$ cat config.mk
export PLATFORM = sky130hd
export DESIGN_NAME = nexys_starship_spawn_sched
export DESIGN_NICKNAME = d
export VERILOG_FILES = /design/src/rtl/nexys_starship_spawn_sched_pkg.sv /design/src/rtl/nexys_starship_rr_pick.sv /design/src/rtl/nexys_starship_spawn_sched.sv
export SDC_FILE = /design/constraint.sdc
export NUM_CORES = 1
export LEC_CHECK = 0
export ABC_AREA = 1
export CAP_MARGIN = 20
export CELL_PAD_IN_SITES_DETAIL_PLACEMENT = 1
export CELL_PAD_IN_SITES_GLOBAL_PLACEMENT = 1
export CORE_MARGIN = 8
export CORE_UTILIZATION = 38
export DETAILED_ROUTE_END_ITERATION = 8
export PLACE_DENSITY_LB_ADDON = 0.12
export SYNTH_ARGS = -nofsm -noshare
export SYNTH_HDL_FRONTEND = slang
export SYNTH_SLANG_ARGS = --single-unit
export TNS_END_PERCENT = 5
$ cat constraint.sdc
create_clock -name Clk -period 2.41 [get_ports Clk]
set_input_delay 0.482 -clock Clk [delete_from_list [all_inputs] [get_ports Clk]]
set_output_delay 0.482 -clock Clk [all_outputs]
set_load 0.1 [all_outputs]
$ cat src/rtl/nexys_starship_spawn_sched_pkg.sv
// Shared types and helpers for the starship monster spawn scheduler:
// scheduler state encoding, station index constants and a 4-bit popcount.
package nexys_starship_spawn_sched_pkg;

   typedef enum logic [1:0] {
      S_IDLE  = 2'b00,
      S_COUNT = 2'b01,
      S_ARB   = 2'b10
   } sched_state_e;

   localparam logic [1:0] ST_RIGHT = 2'd0;
   localparam logic [1:0] ST_LEFT  = 2'd1;
   localparam logic [1:0] ST_BTM   = 2'd2;
   localparam logic [1:0] ST_TOP   = 2'd3;

   function automatic logic [2:0] popcount4(input logic [3:0] v);
      return 3'(v[0]) + 3'(v[1]) + 3'(v[2]) + 3'(v[3]);
   endfunction

endpackage

$ cat src/rtl/nexys_starship_rr_pick.sv
// Combinational round-robin picker: first set request at or above ptr,
// wrapping modulo 4.
module nexys_starship_rr_pick
   import nexys_starship_spawn_sched_pkg::*;
(
   input  logic [3:0] req,
   input  logic [1:0] ptr,
   output logic [3:0] gnt,
   output logic [1:0] gnt_idx,
   output logic       any
);

   // scan the four slots starting at ptr and keep the first hit
   always_comb begin
      logic [1:0] idx;
      logic       hit;
      gnt_idx = 2'd0;
      any     = 1'b0;
      for (int i = 0; i < 4; i++) begin
         idx     = ptr + 2'(i);
         hit     = req[idx] & ~any;
         gnt_idx = hit ? idx : gnt_idx;
         any     = any | req[idx];
      end
      gnt = any ? (4'b0001 << gnt_idx) : 4'b0000;
   end

endmodule

$ cat src/rtl/nexys_starship_spawn_sched.sv
// Monster spawn scheduler: periodic arbitration between the four stations,
// with an occupancy cap and an interval that shrinks on every grant.
module nexys_starship_spawn_sched
   import nexys_starship_spawn_sched_pkg::*;
#(
   parameter int unsigned CNT_W      = 27,
   parameter int unsigned SPAWN_INIT = 50_000_000,
   parameter int unsigned SPAWN_STEP = 2_000_000,
   parameter int unsigned SPAWN_MIN  = 10_000_000,
   parameter int unsigned MAX_ACTIVE = 2
) (
   input  logic             Clk,
   input  logic             Reset,
   input  logic             play_flag,
   input  logic             game_over,
   input  logic [3:0]       rand_req,
   input  logic [3:0]       busy,
   output logic [3:0]       spawn,
   output logic [2:0]       active_cnt,
   output logic [1:0]       sched_state,
   output logic [CNT_W-1:0] cur_interval
);

   localparam logic [CNT_W-1:0] INIT_V  = CNT_W'(SPAWN_INIT);
   localparam logic [CNT_W-1:0] MIN_V   = CNT_W'(SPAWN_MIN);
   localparam logic [CNT_W-1:0] STEP_V  = CNT_W'(SPAWN_STEP);
   localparam logic [CNT_W-1:0] FLOOR_V = CNT_W'(SPAWN_MIN + SPAWN_STEP);
   localparam logic [CNT_W-1:0] ONE_V   = CNT_W'(1);

   sched_state_e     state_q, state_d;
   logic [CNT_W-1:0] cnt_q, cnt_d;
   logic [CNT_W-1:0] interval_q, interval_d;
   logic [1:0]       ptr_q, ptr_d;
   logic [3:0]       spawn_q, spawn_d;
   logic [2:0]       active_cnt_q, active_cnt_d;

   logic             run_s;
   logic [2:0]       busy_cnt_s;
   logic [3:0]       pick_gnt_s;
   logic [1:0]       pick_idx_s;
   logic             pick_any_s;
   logic             grant_s;
   logic [CNT_W-1:0] shrunk_s;

   assign run_s      = play_flag & ~game_over;
   assign busy_cnt_s = popcount4(busy);

   nexys_starship_rr_pick u_pick (
      .req     (rand_req & ~busy),
      .ptr     (ptr_q),
      .gnt     (pick_gnt_s),
      .gnt_idx (pick_idx_s),
      .any     (pick_any_s)
   );

   assign grant_s  = run_s & pick_any_s & (busy_cnt_s < 3'(MAX_ACTIVE));
   // compare before subtracting so the interval can never wrap below the floor
   assign shrunk_s = (interval_q < FLOOR_V) ? MIN_V : (interval_q - STEP_V);

   // next-state, counter, interval and pointer logic
   always_comb begin
      state_d      = state_q;
      cnt_d        = cnt_q;
      interval_d   = interval_q;
      ptr_d        = ptr_q;
      spawn_d      = 4'b0000;
      active_cnt_d = busy_cnt_s;
      case (state_q)
         S_IDLE: begin
            if (run_s) begin
               interval_d = INIT_V;
               cnt_d      = INIT_V - ONE_V;
               state_d    = S_COUNT;
            end else begin
               state_d = S_IDLE;
            end
         end
         S_COUNT: begin
            if (!run_s) begin
               state_d = S_IDLE;
            end else if (cnt_q == {CNT_W{1'b0}}) begin
               state_d = S_ARB;
            end else begin
               cnt_d = cnt_q - ONE_V;
            end
         end
         S_ARB: begin
            if (grant_s) begin
               spawn_d    = pick_gnt_s;
               ptr_d      = pick_idx_s + 2'd1;
               interval_d = shrunk_s;
            end else begin
               interval_d = interval_q;
            end
            if (run_s) begin
               cnt_d   = interval_d - ONE_V;
               state_d = S_COUNT;
            end else begin
               state_d = S_IDLE;
            end
         end
         default: begin
            state_d = S_IDLE;
         end
      endcase
   end

   // state and output registers
   always_ff @(posedge Clk or posedge Reset) begin
      if (Reset) begin
         state_q      <= S_IDLE;
         cnt_q        <= {CNT_W{1'b0}};
         interval_q   <= INIT_V;
         ptr_q        <= 2'd0;
         spawn_q      <= 4'b0000;
         active_cnt_q <= 3'd0;
      end else begin
         state_q      <= state_d;
         cnt_q        <= cnt_d;
         interval_q   <= interval_d;
         ptr_q        <= ptr_d;
         spawn_q      <= spawn_d;
         active_cnt_q <= active_cnt_d;
      end
   end

   assign spawn        = spawn_q;
   assign active_cnt   = active_cnt_q;
   assign sched_state  = state_q;
   assign cur_interval = interval_q;

endmodule

Word-level counts from Yosys, hierarchy flattened --
Cells that the tools add are included.
Operators by class: add/subtract/negate cells 10, reduce and logical (&&, ||, !) cells 8, eq/ne operators 7, multiplexer cells 29, magnitude comparators 6, bitwise logic cells 15, shift-type cells 1
Operator list (number):
- 27-bit two-way mux | 8
- 27-bit case mux with 3 select lines | 1
- 27-bit case mux with 2 select lines | 1
- 27-bit by 1-bit subtractor with 27-bit output, second input constant | 2
- 27-bit zero test | 1
- 27-bit by 24-bit less-than comparator with 1-bit output, second input constant | 1
- 27-bit by 21-bit subtractor with 27-bit output, second input constant | 1
- 2-bit by 3-bit less-than comparator with 1-bit output, second input constant | 4
- 2-bit two-way mux | 6
- 4-bit two-way mux | 3
- 1-bit binary-select mux with 2-bit select | 4
- 2-bit inequality test, second input constant | 4
- 1-bit bitwise AND | 6
- 1-bit two-way mux | 5
- 5-bit AND reduction | 1
- 2-bit by 1-bit adder with 2-bit output, second input constant | 2
- 2-bit adder, second input constant | 2
- 4-bit bitwise AND | 1
- 1-bit NOT | 4
- 4-bit NOT | 1
- 2-bit case mux with 2 select lines | 1
- 2-bit AND reduction | 2
- 1-bit by 2-bit << shifter with 4-bit output, first input constant | 1
- 2-bit by 1-bit adder with 3-bit output | 1
- other kinds (11) | 13
Word-level totals: bits in registers 65, word-level logic and storage cells 82

Depth between registers and ports, before layout --
Gate-level depths: netlist (run 1).
depth after elaboration 14, depth in mapped cells 23

By module --
Synthesis (run 1) repeated with hierarchy kept, for this count alone.
Unflattened totals: cells, all modules 755, area, all modules 4907.2 um^2
By module, submodules not included:
- nexys_starship_spawn_sched | times used 1, area each 4570.6 um^2, cells each 685, sequential area each 1641.6 um^2
- nexys_starship_rr_pick | times used 1, area each 336.6 um^2, cells each 70, sequential area each 0.0 um^2

Least setup slack after synthesis (run 1) --
Ideal clock, no wire load.
kind input-to-reg, start input port busy[0], end register cnt_q[26], stages 20, slack -0.619 ns, arrival time 2.912 ns, data required time 2.293 ns, setup time 0.117 ns, path through inv_1 > fa_1 > inv_1 > ha_1 > inv_1 > ha_1 > inv_1 > nor2_4 > nand3_4 > nand2_1 > o21ai_1 > inv_1 > ha_1 > nand2_1 > nor2_1 > nand3_1 > nor2_2 > nand4_1 > nand3_1 > nand2_1
Between the ends: word-level cells in the longest chain between the ends 14, elaborated cells on any way between the ends 24, classes of those cells add/sub (4); order compare (1); mux (12); bitwise (7)
RTL lines:
- start: declaration | RTL line nexys_starship_spawn_sched.sv:17 | input logic [3:0] busy,
- branches (longest 8 deep; another with 2-bit by 1-bit adder with 3-bit output)
- 1-bit bitwise AND (*) | RTL line nexys_starship_spawn_sched.sv:56 | assign grant_s = run_s & pick_any_s & (busy_cnt_s < 3'(MAX_ACTIVE));
- 27-bit two-way mux (*) | RTL line nexys_starship_spawn_sched.sv:88 | if (grant_s) begin
- 27-bit two-way mux (*) | RTL line nexys_starship_spawn_sched.sv:68 | case (state_q)
- 27-bit by 1-bit subtractor with 27-bit output (*) | RTL line nexys_starship_spawn_sched.sv:96 | cnt_d = interval_d - ONE_V;
- 27-bit two-way mux (*) | RTL line nexys_starship_spawn_sched.sv:95 | if (run_s) begin
- 27-bit case mux with 3 select lines (*) | RTL line nexys_starship_spawn_sched.sv:68
- end signal: assignment | RTL line nexys_starship_spawn_sched.sv:112 | cnt_q <= {CNT_W{1'b0}};
- end signal: assignment | RTL line nexys_starship_spawn_sched.sv:119 | cnt_q <= cnt_d;
- end: declaration | RTL line nexys_starship_spawn_sched.sv:31 | logic [CNT_W-1:0] cnt_q, cnt_d;
Every way passes the cells marked *. The select of a mux whose other input is x is not followed. A chain may end at the register's enable or synchronous reset.

Worst setup path in the final report (run 1) --
start input port busy[1], end register cnt_q[7]
Same word-level chain as after synthesis.

==> results.cfg, run 1 <==
[cts]
clk_pin_slew_ns = 0.06
cts.sinks = 65
tritoncts = done
cts_buffer_depth = 2
clkLatencyLatePin_ns = 0.35
h-tree-depth = 3
cts_inserted_buffers = 9
clk_tree_root_cell = clkbuf_16

[worst_hold_path]
holdPathStages = 2
whs_endpoint = active_cnt[0]$_DFF_PP0_
hold_path.startpoint = busy[2]
hold_path_class = in -> reg

[routing]
dr_total_vias = 6884
routed_wirelength_mm = 26.1
ant_nets = 0
wire_per_inst_um = 20.5
vias_per_cell = 5.40
drt_iter0_markers = 485
drt-pass1-iter-count = 5
drt_drc_violations_left = 0

[status]
status = finished, violations left
failing_checks = negative setup slack

[setup_path]
critical_path.reg2reg.startpoint = cur_interval[9]$_DFFE_PP0P_
reg2reg_to = cnt_q[7]$_DFFE_PP0P_
worstSetupEndpointType = flop
worst-endpoint-required_ns = 2.68
worst_setup_path_start_kind = input port
worstRegToRegCells = 21
cp.arrival_ns = 3.46
worst-path-max-fanout = 7
worst-setup-path-type = in -> reg
r2r_slack_ns = -0.55

[floorplan]
die_wd_um = 136
ioPinCount = 48
core_sq_um = 14300
dieArea_sq_um = 18500
die_y_um = 136
initial_core_util_pct = 38.3
number_of_rows_created_at_floorplan = 44

[synthesis]
syn-instance-count = 869
synth_top_flop_cell = dfrtp_1
netlist.top_cell.by_area = dfrtp_1
yosysUniqueCellTypes = 44
synth.top_cells.by_area = dfrtp_1 24%, nand2_1 17%, nand3_1 9.8%
synth.avg_cell_area_sq_um = 6.31
synth_top_area_share_pct = 24.2
total_of_flip_flops_plus_latches_after_synthesis = 65
sequential_to_total_area_share_from_yosys_stat_pct = 29.9
netlist_top_cells_count = 250 x nand2_1, 124 x inv_1, 107 x nand3_1
synth_most_common_cell = nand2_1
mappedNetlistNets = 895
ys.warnings.count = 0
async_reset_ff_share_pct = 100
synth_edf_count = 0
summed_instance_area_of_the_synthesized_netlist_sq_um = 5490

[timing]
clock-skew-final_ns = 0.0107
final.min_clock_period_ns = 3.19
max_clock_freq_mhz = 314
final_hold_viol_count = 0
grt_setup_unrepaired = yes
number_of_max_slew_violations_in_the_final_report = 0
finalSetupViolations = 28
timing.slew.headroom_pct = 61.8
final_min_period_over_clock_period_pct = 132
post-route-worst-setup-slack_ns = -0.777
worstMarginPinSlew_ns = 0.572

[pwr]
power_per_standard_cell_area_nw_per_um2 = 514
power.static_leakage_nw = 4.06
ir_drop_mv = 0.428

[place]
hpwl_mm = 17.2
globalplace.congestion = 0.865
placed_instance_count = 1232
number_of_i_o_port_buffers = 47

[global_routing]
grt_pass1_vias = 7232
grt_antenna_before_repair = 0
grt-ovfl-total = 0
globalRouteTotalUtil_pct = 26.3
global_route_wire_length_before_repair_mm = 38.0
grt_max_degree = 32

[run]
cap_viol_max_count = 0

[final_layout]
post-route-util_pct = 57.4
areaGrowthSynthToFinish_pct = 49.7
cell_count_final_fillers_out = 1274
nFillCells = 1875
antenna_cells = 0
post_route_cells_drive_above_1_share_pct = 37.6
final_net_count = 1111
## state kept, by name (all words and copies together) (netlist names)
register      cells
ptr_q             2
sched_state       2
spawn             4
cur_interval     27
active_cnt        3
cnt_q            27
## per-layer routing
| metal | vias up | track usage (%) | wire (um) |
|---|---|---|---|
| li1 | 3183 | - | - |
| met1 | 3374 | 32.7 | 10900 |
| met2 | 241 | 43.8 | 12700 |
| met3 | 86 | 3.84 | 1220 |
| met4 | 0 | 13.0 | 1320 |
| met5 | - | 0 | 0 |
## through the flow
stage               total power [mW]  instance area, sq um  hold slack (ns)  setup slack, ns  setup TNS, ns
finish                          4.22                  8210            0.457           -0.777         -12.95
global route                    4.40                  8210            0.473           -0.821         -16.04
detailed placement              2.73                  7200            0.477            -1.40         -52.73
floorplan                       2.16                  5520            0.449           -0.517         -11.01
CTS                             4.15                  7850            0.493           -0.481          -9.66
global placement                2.69                  7200            0.464            -1.34         -47.29
## worst max-delay path: stages
cell and delay (ns):
buf_6 0.07, inv_2 0.04, fa_1 0.54, inv_2 0.05
ha_4 0.16, inv_2 0.07, ha_4 0.13, inv_4 0.03
nor2_4 0.09, buf_12 0.14, nand3_4 0.17, buf_6 0.18
nand3_4 0.08, nand2_8 0.08, nor2_4 0.14, buf_4 0.12
buf_4 0.09, nand2_1 0.08, nor2_1 0.14, inv_1 0.10
a21oi_1 0.21, o21ai_1 0.14, o21ai_1 0.11
## how the worst max path moves through the flow
stage,from,endpoint,slack (ns),depth (start not counted)
CTS,busy[0],cnt_q[19]$_DFFE_PP0P_,-0.48,24
global placement,busy[0],cnt_q[25]$_DFFE_PP0P_,-1.34,23
global route,busy[1],cnt_q[7]$_DFFE_PP0P_,-0.82,23
detailed placement,busy[0],cnt_q[25]$_DFFE_PP0P_,-1.40,23
floorplan,busy[0],cnt_q[26]$_DFFE_PP0P_,-0.52,20
finish,busy[1],cnt_q[7]$_DFFE_PP0P_,-0.78,23
## cell families (layout without fill, tap and decap cells)
family / after synthesis / count (layout) / synth area share (%)
xor+xnor: 4 / 4 / 0.638
fa+ha+maj: 14 / 14 / 3.33
compound gates: 86 / 86 / 8.42
simple gates: 538 / 539 / 45.5
flops: 65 / 65 / 29.9
buf+inv: 162 / 382 / 12.2
## layout by cell type, fill, tap and decap left out, types with 4 or more instances in the layout
cell type	synthesis	layout
buf_4	2	200
nand4_1	14	14
nor2_2	11	14
clkdlybuf4s50_1	0	7
inv_2	13	22
nor2_4	5	18
o21ai_0	45	33
clkbuf_16	0	9
dfstp_2	12	12
a21oi_1	19	14
nor3_1	6	5
buf_6	3	10
nand2_2	25	42
nand2_1	250	226
nand3_4	2	8
buf_12	1	8
o21ai_1	8	16
inv_1	124	113
nand2_4	7	12
dfrtp_1	53	50
a21oi_2	1	6
nand3_1	107	93
nand3_2	8	16
nor2_1	94	78
o22ai_1	4	4
ha_1	13	9
## cell type report
| class | instances | area [sq um] | share of cell area, % |
|---|---|---|---|
| multi-input cells | 643 | 3640 | 44.4 |
| repair buffers | 227 | 1860 | 22.7 |
| flip-flops and latches | 65 | 1650 | 20.0 |
| inverters | 139 | 533 | 6.49 |
| clock buffers | 11 | 243 | 2.96 |
| well taps | 184 | 230 | 2.80 |
| clock inverters | 5 | 55.1 | 0.670 |
## where the power goes
part	total (mW)	leakage (nW)	internal [mW]	switching [mW]
Clock	1.39	0.142	0.827	0.563
Combinational	1.61	3.16	0.511	1.10
Sequential	1.23	0.763	1.18	0.0460
## what timing repair did
item | CTS | global route
setup buffers | 13 | 12
gates resized for setup | 75 | 71
setup endpoints to repair | 60 | 40
gates cloned | 1 | 0
pin swaps | 34 | 38
hold buffers | 0 | 0
No activity file was read; power rests on OpenSTA's default activity.
==> inputs of run 2 (changes only) <==
--- a/config.mk
+++ b/config.mk
@@ -5,12 +5,11 @@
 export SDC_FILE = /design/constraint.sdc
 export NUM_CORES = 1
 export LEC_CHECK = 0
-export ABC_AREA = 1
 export CAP_MARGIN = 20
 export CELL_PAD_IN_SITES_DETAIL_PLACEMENT = 1
 export CELL_PAD_IN_SITES_GLOBAL_PLACEMENT = 1
 export CORE_MARGIN = 8
-export CORE_UTILIZATION = 38
+export CORE_UTILIZATION = 39
 export DETAILED_ROUTE_END_ITERATION = 8
 export PLACE_DENSITY_LB_ADDON = 0.12
 export SYNTH_ARGS = -nofsm -noshare
==> run 2 against run 1 <==
Effect of this change: hold slack lost 0.030 ns; clock power shrank 4%; global-route usage shrank 1.4 points; fmax shrank 16%; highest routed layer unchanged; die area shrank 15%; clock skew shrank 0.0058 ns; first-iteration DRC count shrank 33%; sequential power shrank 8%; final cell count shrank 28%; power shrank 31%; the run still ends with negative setup slack left; utilization grew 3.9 points.
==> results.cfg, run 2 <==
[final_layout]
post_route_cells_drive_above_1_share_pct = 44.5
post-route-util_pct = 61.3
areaGrowthSynthToFinish_pct = 55.2
final_net_count = 789
antenna_cells = 0
cell_count_final_fillers_out = 915
fin_area_sq_um = 7270
final_cell_mix = 193 x buf_4, 51 x nand2_1, 51 x nor2_1, 51 x dfrtp_1, 22 x a21oi_1
layout_commonest_cell = buf_4

[synthesis]
netlist_top_cells_count = 60 x nor2_1, 59 x nand2_1, 53 x dfrtp_1
synth_most_common_cell = nor2_1
mappedNetlistNets = 588
total_of_flip_flops_plus_latches_after_synthesis = 65
sequential_to_total_area_share_from_yosys_stat_pct = 35.1
synth_top_flop_cell = dfrtp_1
synth.top_cells.by_area = dfrtp_1 28%, dfstp_2 6.7%, nor2_1 4.8%
yosysUniqueCellTypes = 78
async_reset_ff_share_pct = 100
netlist.top_cell.by_area = dfrtp_1
synth.avg_cell_area_sq_um = 8.33
summed_instance_area_of_the_synthesized_netlist_sq_um = 4680
synth_edf_count = 0
synth_top_area_share_pct = 28.3
ys.warnings.count = 0
syn-instance-count = 562

[pwr]
clockPowerShare_pct = 45.5
internal_power_mw = 2.10
power_per_standard_cell_area_nw_per_um2 = 403
sw_ratio_pct = 28.2
power.static_leakage_nw = 3.12
comb_power_share_pct = 16.0
power.share.sequential_pct = 38.4
ir_drop_mv = 0.233
p_sw_uw = 825

[timing]
worstMarginPinSlew_ns = 0.528
number_of_max_slew_violations_in_the_final_report = 0
final_hold_viol_count = 0
finalSetupViolations = 45
final.min_clock_period_ns = 3.78
grt_setup_unrepaired = yes
post-route-worst-setup-slack_ns = -1.37
clock-skew-final_ns = 0.00491
max_clock_freq_mhz = 264
timing.slew.headroom_pct = 64.8
final_min_period_over_clock_period_pct = 157
fin_hold_ws_ns = 0.427
fin_tns_setup_ns = -28.87

[routing]
routed_wirelength_mm = 20.0
drt_drc_violations_left = 0
drt_iter0_markers = 326
dr_total_vias = 5399
wire_per_inst_um = 21.9
vias_per_cell = 5.90
ant_nets = 0
drt-pass1-iter-count = 5

[global_routing]
global_route_wire_length_before_repair_mm = 31.5
grt_antenna_before_repair = 0
globalRouteTotalUtil_pct = 25.0
grt-ovfl-total = 0
grt_pass1_vias = 5859
grt_max_degree = 36

[cts]
cts_buffer_depth = 2
tritoncts = done
cts.sinks = 65
h-tree-depth = 3
clkLatencyLatePin_ns = 0.34
clk_pin_slew_ns = 0.05
clk_tree_root_cell = clkbuf_16
cts_inserted_buffers = 9

[worst_hold_path]
hold_path_class = in -> async

[setup_path]
r2r_slack_ns = -1.07
worst-path-max-fanout = 4
critical_path.reg2reg.startpoint = cur_interval[22]$_DFFE_PP1P_
worst_setup_path_start_kind = input port
worst-endpoint-required_ns = 2.62
cp.arrival_ns = 3.99
cpPeakStageDelay_ns = 0.55
worstRegToRegCells = 16
critical_path.slowest_cell = fa_1
reg2reg_to = cnt_q[20]$_DFFE_PP0P_
worst-setup-path-type = in -> reg
worstSetupEndpointType = flop
path_cells = buf_8, inv_8, fa_1, inv_2, ha_4, inv_2, ha_4, nand3b_1, a41oi_2, buf_6, nand2_4, and3_4, a21oi_4, ha_2, nand2_2, nor2_2, o21ai_2, nor3b_2, nor4b_4, buf_4, buf_6, nand2b_4, xnor2_2, a31oi_1

[floorplan]
die_wd_um = 126
initial_core_util_pct = 39.5
die_y_um = 126
number_of_rows_created_at_floorplan = 40
ioPinCount = 48
core_sq_um = 11900
dieArea_sq_um = 15800

[place]
number_of_i_o_port_buffers = 47
globalplace.congestion = 0.902
hpwl_mm = 14.5
placed_instance_count = 888
place_area_sq_um = 6450

[status]
status = finished, violations left
failing_checks = negative setup slack

[run]
cap_viol_max_count = 0
-- run 2: area by class of cell --
type	instances	area, sq um
well taps	147	184
clock inverters	4	45.0
inverters	22	92.6
clock buffers	12	246
multi-input cells	443	3230
repair buffers	222	1820
fillers	1372	4590
flip-flops and latches	65	1640
-- run 2: timing repair --
item	4_1_cts	5_1_grt
pin swaps	18	19
endpoints found under the setup margin	60	56
buffers inserted	8	3
resized for setup	95	44
hold buffers	0	0
-- run 2: per-layer routing --
metal	GRT usage, %	part of all wire (%)	up-vias	wire [um]
met5	0	0	-	0
met4	11.9	3.5	0	699
met3	4.72	5.0	51	999
met2	42.0	49	189	9880
met1	30.2	42	2714	8440
li1	-	-	2445	-
-- run 2: cells by family (layout without fill, tap and decap cells) --
group                      count (synthesis)  after routing  synth area share, %
and+or+nand+nor                          229            229                 24.9
AOI/OAI and AO/OA                        166            166                 24.8
DFF                                       65             65                 35.1
buffers and inverters                     54            260                 4.65
xor gates and xnor gates                  27             27                 5.05
adders and majority gates                 14             14                 3.90
muxes                                      7              7                 1.66
-- run 2: worst max-delay path, delay by kind of cell --
kind | cells | cell delay, ns
xor+xnor | 1 | 0.17
fa+ha+maj | 4 | 1.01
compound gates | 4 | 0.51
simple gates | 8 | 1.12
buf+inv | 7 | 0.68
-- run 2: how the worst max path moves through the flow --
stage	endpoint	cells after the start	start	slack, ns
2_1_floorplan	cnt_q[26]$_DFFE_PP0P_	23	busy[3]	-2.01
3_3_place_gp	cnt_q[26]$_DFFE_PP0P_	22	busy[3]	-2.06
3_5_place_dp	cnt_q[24]$_DFFE_PP0P_	23	busy[3]	-2.21
4_1_cts	cnt_q[20]$_DFFE_PP0P_	24	busy[0]	-1.27
5_1_grt	cnt_q[20]$_DFFE_PP0P_	24	busy[3]	-1.52
6_report	cnt_q[20]$_DFFE_PP0P_	24	busy[3]	-1.37
-- run 2: through the flow --
stage / setup slack [ns] / power [mW]
after floorplan: -2.01 / 1.39
after global placement: -2.06 / 1.56
after detailed placement: -2.21 / 1.57
after CTS: -1.27 / 2.94
after global routing: -1.52 / 3.01
final: -1.37 / 2.93
-- run 2: power by group through the flow --
| stage | clock, mW | sequential (mW) | combinational [mW] |
|---|---|---|---|
| after detailed placement | 0 | 1.14 | 0.429 |
| after CTS | 1.35 | 1.13 | 0.457 |
| final | 1.33 | 1.13 | 0.469 |
| after global placement | 0 | 1.14 | 0.415 |
| after global routing | 1.38 | 1.13 | 0.498 |
| after floorplan | 0 | 1.24 | 0.151 |
==> inputs of run 3 (changes only) <==
--- a/config.mk
+++ b/config.mk
@@ -9,7 +9,7 @@
 export CELL_PAD_IN_SITES_DETAIL_PLACEMENT = 1
 export CELL_PAD_IN_SITES_GLOBAL_PLACEMENT = 1
 export CORE_MARGIN = 8
-export CORE_UTILIZATION = 39
+export CORE_UTILIZATION = 44
 export DETAILED_ROUTE_END_ITERATION = 8
 export PLACE_DENSITY_LB_ADDON = 0.12
 export SYNTH_ARGS = -nofsm -noshare
==> constraint.sdc (replaced) <==
create_clock -name Clk -period 4 [get_ports Clk]
set_input_delay 0.8 -clock Clk [delete_from_list [all_inputs] [get_ports Clk]]
set_output_delay 0.8 -clock Clk [all_outputs]
set_load 0.1 [all_outputs]
==> run 3 against run 2 <==
Effect of this change: combinational power decreased by 45%; count of clock-buffer cells in the layout decreased by 1; utilization is essentially flat; the flow still finishes with violations (negative setup slack); register-to-register slack better by 1.4 ns; critical path depth is 6 lower; sequential power is 39% lower; cell area is 13% lower.
==> results.cfg, run 3 (synthesis results as in run 2) <==
[cts]
tritoncts = done
h-tree-depth = 3
cts.hold.buffers_added = 0
clk_pin_slew_ns = 0.09
clkLatencyLatePin_ns = 0.38
cts_buffer_depth = 2
cts.sinks = 65
cts_inserted_buffers = 9
clk_tree_root_cell = clkbuf_8

[floorplan]
core_sq_um = 10300
number_of_rows_created_at_floorplan = 37
ioPinCount = 48
dieArea_sq_um = 14200
die_wd_um = 119
die_y_um = 119
initial_core_util_pct = 45.4

[routing]
ant_nets = 0
routed_wirelength_mm = 19.9
wire_per_inst_um = 24.0
drt-pass1-iter-count = 5
dr_total_vias = 5240
drt_drc_violations_left = 0
vias_per_cell = 6.31
drt_iter0_markers = 463

[global_routing]
grt_antenna_before_repair = 0
global_route_wire_length_before_repair_mm = 30.4
globalRouteTotalUtil_pct = 26.9
grt-ovfl-total = 0
grt_max_degree = 66
grt_pass1_vias = 5475

[worst_hold_path]
hold_path_class = reg -> reg

[status]
failing_checks = negative setup slack
status = finished, violations left

[pwr]
finalPower_mw = 1.56
power.static_leakage_nw = 2.54
power_per_standard_cell_area_nw_per_um2 = 246
ir_drop_mv = 0.141

[place]
number_of_i_o_port_buffers = 47
placed_instance_count = 785
globalplace.congestion = 0.871
place_area_sq_um = 5760
hpwl_mm = 12.7
place_ws_ns = -0.810

[timing]
final_hold_viol_count = 0
max_clock_freq_mhz = 239
grt_setup_unrepaired = yes
timing.slew.headroom_pct = 28.5
post-route-worst-setup-slack_ns = -0.188
final_min_period_over_clock_period_pct = 105
finalSetupViolations = 16
fin_hold_ws_ns = 0.535
final.min_clock_period_ns = 4.19
number_of_max_slew_violations_in_the_final_report = 0
fin_tns_setup_ns = -1.53
worstMarginPinSlew_ns = 1.04
clock-skew-final_ns = 0.0192

[setup_path]
worst-endpoint-required_ns = 4.22
worst_setup_path_start_kind = input port
cp.arrival_ns = 4.41
worstSetupEndpointType = flop
r2r_slack_ns = 0.34
worst-setup-path-type = in -> reg
worst-path-max-fanout = 10

[final_layout]
layout_commonest_cell = buf_4
fin_area_sq_um = 6320
multi_input_comb_area_sq_um = 2990
final_net_count = 715
post-route-util_pct = 61.3
cell_count_final_fillers_out = 830
post_route_cells_drive_above_1_share_pct = 27.4
nFillCells = 1228
ff_latch_area_sq_um = 1640
final_cell_mix = 100 x buf_4, 58 x nor2_1, 57 x nand2_1, 53 x dfrtp_1, 44 x clkdlybuf4s50_1
areaGrowthSynthToFinish_pct = 35.1
antenna_cells = 0

[run]
cap_viol_max_count = 0
[run 3: changes by cell type in the layout (fill, tap and decap cells not counted), sizes merged]
| cell | change |
|---|---|
| clkdlybuf4s50 | +36 |
| buf | -110 |
| clkinv | +1 |
| clkbuf | -1 |
[run 3: routing by layer]
layer	part of all wire [%]	up-vias	global-route usage (%)
li1	-	2290	-
met3	7.7	73	4.63
met5	0	-	0
met4	5.2	0	16.1
met2	49	264	44.9
met1	38	2613	31.9
[run 3: timing repair]
item,in CTS,in global routing
pin swaps,8,5
resized for setup,24,25
endpoints found under the setup margin,18,21
setup buffers,26,3
[run 3: power by group]
group,total (mW),leakage [nW],internal (mW),switching (mW)
combinational,0.258,1.66,0.0838,0.174
sequential,0.684,0.770,0.670,0.0140
clock,0.615,0.109,0.320,0.295
total,1.56,2.54,1.07,0.483
[run 3: critical path: stages]
cell and delay (ns):
buf_6 0.09, inv_2 0.05, fa_1 0.54, inv_1 0.06, ha_2 0.18, inv_2 0.06, ha_4 0.11, nand3b_1 0.15
a41o_1 0.30, buf_4 0.20, buf_4 0.17, a21oi_1 0.27, o2bb2ai_2 0.18, nand4b_1 0.24, or2_1 0.33, nor4_1 0.33
xor2_1 0.22, a31oi_1 0.11
[run 3: final timing paths]
kind | endpoint | cells past startpoint | startpoint
worst max register to register | cnt_q[19]$_DFFE_PP0P_ | 11 | cur_interval[17]$_DFFE_PP1P_
worst min-delay path | cnt_q[0]$_DFFE_PP0P_ | 2 | cnt_q[0]$_DFFE_PP0P_
max in group asynchronous | cur_interval[11]$_DFFE_PP0P_ | 3 | Reset
worst min register to register | cnt_q[0]$_DFFE_PP0P_ | 2 | cnt_q[0]$_DFFE_PP0P_
min in group asynchronous | cnt_q[10]$_DFFE_PP0P_ | 3 | Reset
worst max-delay path | cnt_q[19]$_DFFE_PP0P_ | 18 | busy[1]
[run 3: cell type report]
class | count | area share (%)
clock buffer | 11 | 2.39
clock inverter | 5 | 0.851
inverter | 22 | 1.31
multi-input combinational | 443 | 47.2
sequential | 65 | 26.0
tap | 136 | 2.69
timing repair buffer | 148 | 19.6
